### src/rtl/din_debounce_sync.sv
// din_debounce_sync
// Turns a raw, bouncy asynchronous input into a clean clock-synchronous level.
// The input passes through a reset-to-zero synchronizer chain. A four-state FSM
// then accepts a new level only after the synchronized input has held that level
// for STABLE_CYCLES+1 consecutive sampling edges. Each accepted transition
// produces a one-cycle rise or fall pulse and increments a wrapping edge counter.
module din_debounce_sync #(
    parameter int SYNC_STAGES   = 2,
    parameter int STABLE_CYCLES = 4,
    parameter int CNT_W         = 8
) (
    input  logic             clk,
    input  logic             rst_n,
    input  logic             din_raw,
    output logic             d_clean,
    output logic             rise,
    output logic             fall,
    output logic [CNT_W-1:0] edge_cnt,
    output logic             busy
);

    // The qualification counter only has to reach STABLE_CYCLES.
    localparam int CW = (STABLE_CYCLES < 1) ? 1 : $clog2(STABLE_CYCLES + 1);
    localparam logic [CW-1:0] STAB_MAX = CW'(STABLE_CYCLES);
    localparam logic [CW-1:0] CNT_ONE  = CW'(1);
    localparam logic [CW-1:0] CNT_ZERO = '0;

    typedef enum logic [1:0] {
        S_LOW   = 2'd0,
        S_CHK_H = 2'd1,
        S_HIGH  = 2'd2,
        S_CHK_L = 2'd3
    } state_t;

    logic [SYNC_STAGES-1:0] sync_q;
    logic                   din_s;

    state_t                 state, state_nxt;
    logic [CW-1:0]          cnt, cnt_nxt;
    logic                   d_nxt, rise_nxt, fall_nxt, accept;

    // Synchronizer chain. The FSM only ever looks at its last stage.
    always_ff @(posedge clk or negedge rst_n) begin
        if (!rst_n) sync_q <= '0;
        else        sync_q <= {sync_q[SYNC_STAGES-2:0], din_raw};
    end

    assign din_s = sync_q[SYNC_STAGES-1];

    // Next-state logic: a candidate level counts up while it holds and is dropped
    // as soon as the input returns to the current clean level.
    always_comb begin
        state_nxt = state;
        cnt_nxt   = cnt;
        d_nxt     = d_clean;
        rise_nxt  = 1'b0;
        fall_nxt  = 1'b0;
        accept    = 1'b0;
        case (state)
            S_LOW: begin
                d_nxt = 1'b0;
                if (din_s) begin
                    state_nxt = S_CHK_H;
                    cnt_nxt   = CNT_ONE;
                end
            end
            S_CHK_H: begin
                if (!din_s) begin
                    state_nxt = S_LOW;
                    cnt_nxt   = CNT_ZERO;
                end else if (cnt < STAB_MAX) begin
                    cnt_nxt   = cnt + CNT_ONE;
                end else begin
                    state_nxt = S_HIGH;
                    cnt_nxt   = CNT_ZERO;
                    d_nxt     = 1'b1;
                    rise_nxt  = 1'b1;
                    accept    = 1'b1;
                end
            end
            S_HIGH: begin
                d_nxt = 1'b1;
                if (!din_s) begin
                    state_nxt = S_CHK_L;
                    cnt_nxt   = CNT_ONE;
                end
            end
            S_CHK_L: begin
                if (din_s) begin
                    state_nxt = S_HIGH;
                    cnt_nxt   = CNT_ZERO;
                end else if (cnt < STAB_MAX) begin
                    cnt_nxt   = cnt + CNT_ONE;
                end else begin
                    state_nxt = S_LOW;
                    cnt_nxt   = CNT_ZERO;
                    d_nxt     = 1'b0;
                    fall_nxt  = 1'b1;
                    accept    = 1'b1;
                end
            end
            default: begin
                state_nxt = S_LOW;
                cnt_nxt   = CNT_ZERO;
                d_nxt     = 1'b0;
            end
        endcase
    end

    // State, counter and registered outputs. The edge counter wraps freely.
    always_ff @(posedge clk or negedge rst_n) begin
        if (!rst_n) begin
            state    <= S_LOW;
            cnt      <= CNT_ZERO;
            d_clean  <= 1'b0;
            rise     <= 1'b0;
            fall     <= 1'b0;
            edge_cnt <= '0;
        end else begin
            state    <= state_nxt;
            cnt      <= cnt_nxt;
            d_clean  <= d_nxt;
            rise     <= rise_nxt;
            fall     <= fall_nxt;
            if (accept) edge_cnt <= edge_cnt + CNT_W'(1);
        end
    end

    // Busy is high while a candidate transition is being qualified.
    always_comb begin
        busy = (state == S_CHK_H) || (state == S_CHK_L);
    end

endmodule

### config.mk
export PLATFORM = sky130hd
export DESIGN_NAME = din_debounce_sync
export DESIGN_NICKNAME = d
export VERILOG_FILES = /design/src/rtl/din_debounce_sync.sv
export SDC_FILE = /design/constraint.sdc
export NUM_CORES = 1
export LEC_CHECK = 0
export ABC_AREA = 1
export CORE_UTILIZATION = 51
export CTS_CLUSTER_SIZE = 28
export DETAILED_ROUTE_END_ITERATION = 6
export GPL_TIMING_DRIVEN = 1
export PLACE_DENSITY = 0.87
export SLEW_MARGIN = 10
export SYNTH_ARGS = -nofsm -noshare
export SYNTH_HDL_FRONTEND = slang
export SYNTH_SLANG_ARGS = --single-unit
### constraint.sdc
create_clock -name clk -period 1.5 [get_ports clk]
set_input_delay 0.225 -clock clk [delete_from_list [all_inputs] [get_ports clk]]
set_output_delay 0.225 -clock clk [all_outputs]
set_load 0.01 [all_outputs]
Word level (Yosys, flattened, before mapping)
Index checks and enable logic that the tools add are counted.

Bits in registers: 18. Output and inout bits: 12. Word-level logic and storage cells: 50.

Add/sub/neg operators: 2. Order comparisons: 1. Eq/ne operators: 11. Muxes and demuxes: 24. Reductions and logical operators: 5.

Operators with widths (count): 3-bit two-way mux (5); 2-bit two-way mux (6); 2-bit inequality test, second input constant (6); 3-bit one-hot mux with 4 select lines (1); 1-bit two-way mux (9); 8-bit by 1-bit adder with 8-bit output, second input constant (1); 2-bit one-hot mux with 4 select lines (1); 4-bit AND reduction (2); 3-bit inequality test, second input constant (2); 2-bit == test, second input constant (2); 1-bit one-hot mux with 4 select lines (1); 3-bit by 1-bit adder with 3-bit output, second input constant (1); 3-bit < comparator, second input constant (1); 2-bit by 1-bit == test with 1-bit output, second input constant (1); 2-bit zero test (1); 1-bit one-hot mux with 2 select lines (1); 2-bit AND reduction (1); 1-bit logical OR (1).

Depth between registers and ports, before layout
Depth in word-level cells: 4. Depth in mapped cells: 8. Gate-level depth less buffers: 8.

Worst setup path before layout
Ideal clock, no wire load.

Path kind: register to register. Start: reg state[0]. End: reg state[0]. Library setup time: 83 ps. Data arrival time: 1162 ps. Required time: 1417 ps. Slack: 256 ps. Stages on the path, launching flop included: 6. Path buffers: 0. Period minus slack after synthesis: 1244 ps. Cells stage by stage: dfrtp_1 ha_1 or2_2 nand2_1 nand2_1 o21ai_0.

Cells in the longest elaborated chain, start to end: 3. Elaborated cells on any way between the ends: 10. Those cells by class: eq/ne (7); mux (1); reduce/logical (2).

RTL lines: start: declaration (line 38) `state_t state, state_nxt;`; start signal: assignment (line 120) `state <= state_nxt;`; 2-bit by 1-bit == test with 1-bit output, or another cell as far along (line 59) `case (state)`; 3-bit inequality test (no source line) or 2-bit inequality test (tied branches); 4-bit AND reduction (no source line).

Several ways; a longest one is shown, not always the timed one. A chain may end at the register's enable or synchronous reset.

Worst setup path after layout
Start: reg state[0]. End: out busy.

Cells in the longest elaborated chain, start to end: 2. Elaborated cells on any way between the ends: 3. Those cells by class: eq/ne (2); reduce/logical (1).

RTL lines: 2-bit by 1-bit == test with 1-bit output or 2-bit == test (tied branches) (line 131) `busy = (state == S_CHK_H) || (state == S_CHK_L);`; 1-bit logical OR (*) (line 131); end: declaration (line 19) `output logic busy`.

Every way passes the cells marked *; elsewhere a longest branch is shown, timed or not.

==> flow_metrics.tcl <==
set metrics [dict create \
    status "finished with violations" \
    failed_checks "setup timing" \
    syn-mean-instance-area_sq_um 8.477 \
    hold_class "in2async" \
    via_per_inst 4.867 \
    p_total_mw 1.715 \
    timing.max_slew.rel_slack_pct 76.35 \
    max-vdd-ir-drop_uv 1182 \
    initial_core_util_pct 54.49 \
    antenna-diode-count 0 \
    layout.cell_area.non_filler_sq_mm 0.001232 \
    worstReg2RegStart "state[0]" \
    post_route_cells_drive_above_1_share_pct 20.00 \
    worst_ep_arrival_time_ns 1.29 \
    drv_slew 0 \
    synth.yosys.seq_area_share_pct 47.87 \
    routed_wire_length_per_instance_um 11.01 \
    top_level_ports 15 \
    syn-instance-count 111 \
    cp_slowest_cell "dfrtp_1" \
    first_global_vias 731 \
    numCtsBuffers 3 \
    wire_length_of_the_first_global_routing_pass_um 2891 \
    drc 0 \
    r2r_setup_slack_ns 0.11 \
    port_buffers 14 \
    path_cells "ha_2, or2_4, buf_6" \
    ctsHoldBuffers 0 \
    layout.cells.most_common_list "nand2_1, dfrtp_1, inv_1, clkdlybuf4s50_1, buf_4" \
    flow.area_growth_from_synthesis_pct 30.98 \
    first_iter_violations 8 \
    floorplan.core_area_sq_mm 0.001727 \
    timing.critical_path.slowest_cell_delay_ns 0.42 \
    antenna_violating_nets_remaining 0 \
    timing.clock.skew_ns 0.004769 \
    leakagePower_nw 0.6165 \
    grt_antenna_before_repair 0 \
    clk_transition_reported_paths_ns 0.10 \
    placed_wire_length_estimate_um 1273 \
    floorplan_die_height_um 44.95 \
    grt_util_all_layers_pct 20.05 \
    start_kind "flop" \
    report.final.hold_viol_count 0 \
    clock_insertion_delay_worst_skew_ns 0.29 \
    row_count 15 \
    layout_min_cycle_time_ns 1.514 \
    cp_max_fo 3 \
    mappedNetlistArea_sq_um 940.9 \
    detailroute.via_count 803 \
    full_die_area_sq_mm 0.002021 \
    synth.lib_cells_used.distinct 18 \
    criticalPathCategory "reg2out" \
    fin_nets 151 \
    setup_repair_after_global_routing_missed_its_margin "yes" \
    routed-wl-met3_um 37 \
    finalCritPeriodShare_pct 100.9 \
    final_common_cell "nand2_1" \
    cts.sink_count 18 \
    maximum_capacitance_violations 0 \
    synth.yosys.warnings 0 \
    worst_setup_path_end_kind "primary output" \
    grt_start_max_net_pins 19 \
    routed_metal_1_wire_length_um 774 \
    cts_htree_levels 1 \
    first_pass_iters 4 \
    worst_slew_pin_slew_ns 0.3547 \
    cts_tree "built" \
    postSynthNetCount 120 \
    placed_cell_area_sq_mm 0.001151 \
    gpl.final_weighted_congestion 0.8087 \
    ys_seq_elements 18 \
    topRoutingLayerUsed "met4" \
    fp.dieW_um 44.95 \
    clock.fmax_ghz 0.6606 \
    grt_overflow_total 0 \
    route.met2.wl_um 965 \
    power_density_mw_per_mm2 1391 \
    setup_ws_ns -0.01369 \
    drt_wl_total_um 1817 \
    n_fill_cell 139 \
    total_setup_violations_reported_at_the_end_of_the_flow 1 \
    clockRootBuffer "clkbuf_4" \
    clockBufferDepth 2 \
    worst_r2r_path_depth 9 \
    cp.required_ns 1.27 \
]
[synthesized netlist by cell type]
| cell type | n | area (sq um) |
|---|---|---|
| o211ai_1 | 1 | 7.510 |
| nand3_4 | 1 | 17.52 |
| nand2_4 | 1 | 11.26 |
| dfrtp_1 | 18 | 450.4 |
| ha_1 | 6 | 75.07 |
| xnor2_1 | 3 | 26.28 |
| nand3_2 | 1 | 10.01 |
| inv_1 | 15 | 56.30 |
| o21ai_1 | 1 | 5.000 |
| clkbuf_8 | 1 | 13.76 |
| xor2_1 | 2 | 17.52 |
| nand4_1 | 2 | 12.51 |
| nand2_1 | 40 | 150.1 |
| nor2_1 | 6 | 22.52 |
| inv_2 | 1 | 3.750 |
| o21ai_0 | 5 | 25.02 |
| nand3_1 | 6 | 30.03 |
| or2_2 | 1 | 6.260 |
[critical path: cells and delay by family (launching register included)]
family	cells	cell delay, ns
and+or+nand+nor	1	0.25
adders and majority gates	1	0.21
DFF	1	0.42
buffers and inverters	1	0.12
[registers in the layout, indices dropped and copies added (netlist names), named ones only]
name and cells:
edge_cnt 8, cnt 3, sync_q 2, d_clean 1, fall 1, rise 1, state 1
[worst max path at each step]
stage	from	endpoint	slack, ns	depth (start not counted)
after floorplan	state[0]	state[0]	0.26	5
after global placement	state[0]	busy	-0.08	3
after detailed placement	state[0]	busy	-0.11	3
after CTS	state[0]	busy	0.005	3
after global routing	state[0]	busy	-0.05	3
final	state[0]	busy	-0.01	3
[where the power goes]
| part | total [mW] | internal, mW | switching (mW) |
|---|---|---|---|
| clock network | 0.238 | 0.0936 | 0.144 |
| registers | 0.655 | 0.578 | 0.0770 |
| logic | 0.822 | 0.405 | 0.417 |
| total | 1.71 | 1.08 | 0.638 |
[stage by stage]
step / hold WS, ns / TNS (ns) / util [%] / worst slack (ns) / cells
2_1_floorplan: -0.07059 / 0 / - / 0.2555 / 111
3_3_place_gp: 0.3344 / -0.07845 / 66.67 / -0.07845 / 156
3_5_place_dp: 0.3450 / -0.1140 / 66.67 / -0.1140 / 156
4_1_cts: 0.2605 / 0 / 70.22 / 0.005125 / 163
5_1_grt: 0.2789 / -0.07171 / 71.38 / -0.04900 / 165
6_report: 0.2444 / -0.01369 / 71.38 / -0.01369 / 165
[cell families after synthesis]
| group | synth area share [%] |
|---|---|
| AND/OR/NAND/NOR | 27.66 |
| XOR/XNOR | 4.655 |
| flip-flops | 47.87 |
| adder cells (fa/ha/maj) | 7.979 |
| AO/OA/AOI/OAI | 3.989 |
| buffers and inverters | 7.845 |
[final cells by class]
class	instances	area, sq um	area share [%]
sequential	18	450.4	36.55
clock buffer	3	22.52	1.827
timing repair buffer	27	239.0	19.39
inverter	16	60.06	4.873
multi-input combinational	76	429.2	34.82
tap	25	31.28	2.538
[per-layer routing]
metal / global-route usage (%) / vias to the layer above
met3: 2.400 / 5
met4: 10.91 / 0
met5: 0 / -
met1: 21.96 / 384
met2: 37.10 / 13
li1: - / 401
[timing repair]
item	4_1_cts	5_1_grt
pin swaps	1	1
endpoints found under the setup margin	5	6
gates resized for setup	8	5
setup buffers	4	2
(Power assumes the default switching activity.)
==> RTL change: new RTL, same flow settings <==
`CNT_W`: 8 -> 10.
--- a/src/rtl/din_debounce_sync.sv
+++ b/src/rtl/din_debounce_sync.sv
@@ -7,7 +7,7 @@
 module din_debounce_sync #(
     parameter int SYNC_STAGES   = 2,
     parameter int STABLE_CYCLES = 4,
-    parameter int CNT_W         = 8
+    parameter int CNT_W         = 10
 ) (
     input  logic             clk,
     input  logic             rst_n,
Ports: changed (resized edge_cnt); port bits go from 15 to 17. The function was not compared with the original's and may differ.
==> RTL change against the original RTL <==
- synthesized area rose by 11%
- design area up 22%
- clock skew fell by 2.1 ps
- sequential cell count is 2 higher
- the flow still finishes with violations (setup timing)
- highest routed layer unchanged
- critical path type is now reg -> reg
- global-route usage up 4.2 points
- via count rose by 33%
- worst setup slack got worse by 22 ps
- total power rose by 24%
- first-iteration DRC count rose to 4.5 times the old value
- critical endpoint is now edge_cnt[9]
- routed wire length grew 66%
==> RTL change: results (changes against the original RTL) <==
synth-adder-area-share_pct: 7.212  # -0.77 points
max_stage_delay_ps: 440  # +20 ps
wl_met3_um: 241  # +550%
arrival_ps: 1740  # +450 ps
p_leak_nw: 0.8066  # +31%
crit_family: "simple AND/OR/NAND/NOR gates"
grt_max_degree: 21  # +2
synth_common_cells: "nand2_1, dfrtp_1, inv_1, nor2_1, nand3_1"
drive_gt1_share_pct: 29.27  # +9.3 points
violations: "setup timing"
gp_congestion: 0.7575  # -6.3%
path_class: "reg -> reg"
track_usage_pct: 24.30  # +4.2 points
dr_wl_met2_mm: 1.516  # +57%
fin_ws_ps: -35.88  # -22.19 ps
dp_hpwl_mm: 1.511  # +19%
grt_util_met3_pct: 2.308  # -0.092 points
path_clk_slew_ps: 120  # +20 ps
r2r_setup_slack_ps: -40  # -150 ps
wire_per_inst_um: 15.92  # +45%
netSwitchingPower_w: 0.0007768  # +22%
finalClockSkew_ps: 2.714  # -2.055 ps
rr_worst_depth: 7  # -2
io_buffer_count: 16  # +2
ir_drop_v: 0.001384  # +17%
finalSetupViolCount: 2  # +1
met1Wirelength_mm: 1.102  # +42%
tightest_slew_ps: 295.5  # -59.20 ps
synth_xor_area_share_pct: 3.365  # -1.3 points
synth_area_leaders: "dfrtp_1, nand2_1, ha_1, inv_1, nand3_1"
grt_pass1_wl_mm: 3.670  # +27%
yosysSeqAreaShare_pct: 48.08  # +0.20 points
postSynthNetCount: 136  # +13%
die_area_mm2: 0.002226  # +10%
nets: 174  # +15%
outcome: "finished with violations"
cp_max_fo: 14  # +11
==> RTL change: changes by cell type in the layout (fill, tap and decap cells not counted), sizes merged, moves of 3 or more <==
cell,unedited run,this run
nand2,41,48
buf,14,19
dlymetal6s2s,0,3
inv,16,19
nand3b,0,3
==> RTL change: power groups by stage <==
| stage | logic (W) | registers, W | clock network [W] |
|---|---|---|---|
| 6_report | 0.000968 | 0.000706 | 0.000449 |
| 5_1_grt | 0.00105 | 0.000712 | 0.000460 |
| 4_1_cts | 0.000704 | 0.000686 | 0.000445 |
| 3_5_place_dp | 0.000640 | 0.000703 | 0 |
| 3_3_place_gp | 0.000611 | 0.000692 | 0 |
| 2_1_floorplan | 0.000331 | 0.000710 | 0 |
==> RTL change: cell type report <==
type | count | area share, %
clock inverters | 1 | 2.005
flip-flops and latches | 20 | 33.50
clock buffers | 3 | 1.504
well taps | 25 | 2.089
multi-input cells | 87 | 36.01
repair buffers | 34 | 20.13
inverters | 19 | 4.762
==> RTL change: timing repair <==
item,in CTS,in global routing
pin swaps,1,5
gates resized for setup,9,27
endpoints found under the setup margin,8,10
setup buffers,8,4
==> RTL change: per-stage QoR <==
| stage | area [um2] | setup TNS [ps] | total power (W) | worst slack [ps] | instances |
|---|---|---|---|---|---|
| floorplan | 1041 | 0 | 0.001041 | 237.8 | 127 |
| global route | 1498 | -342.0 | 0.002220 | -76.74 | 189 |
| finish | 1498 | -65.46 | 0.002123 | -35.88 | 189 |
| CTS | 1380 | -87.41 | 0.001835 | -34.93 | 185 |
| detailed placement | 1262 | 0 | 0.001342 | 5.338 | 173 |
| global placement | 1262 | 0 | 0.001304 | 39.06 | 173 |
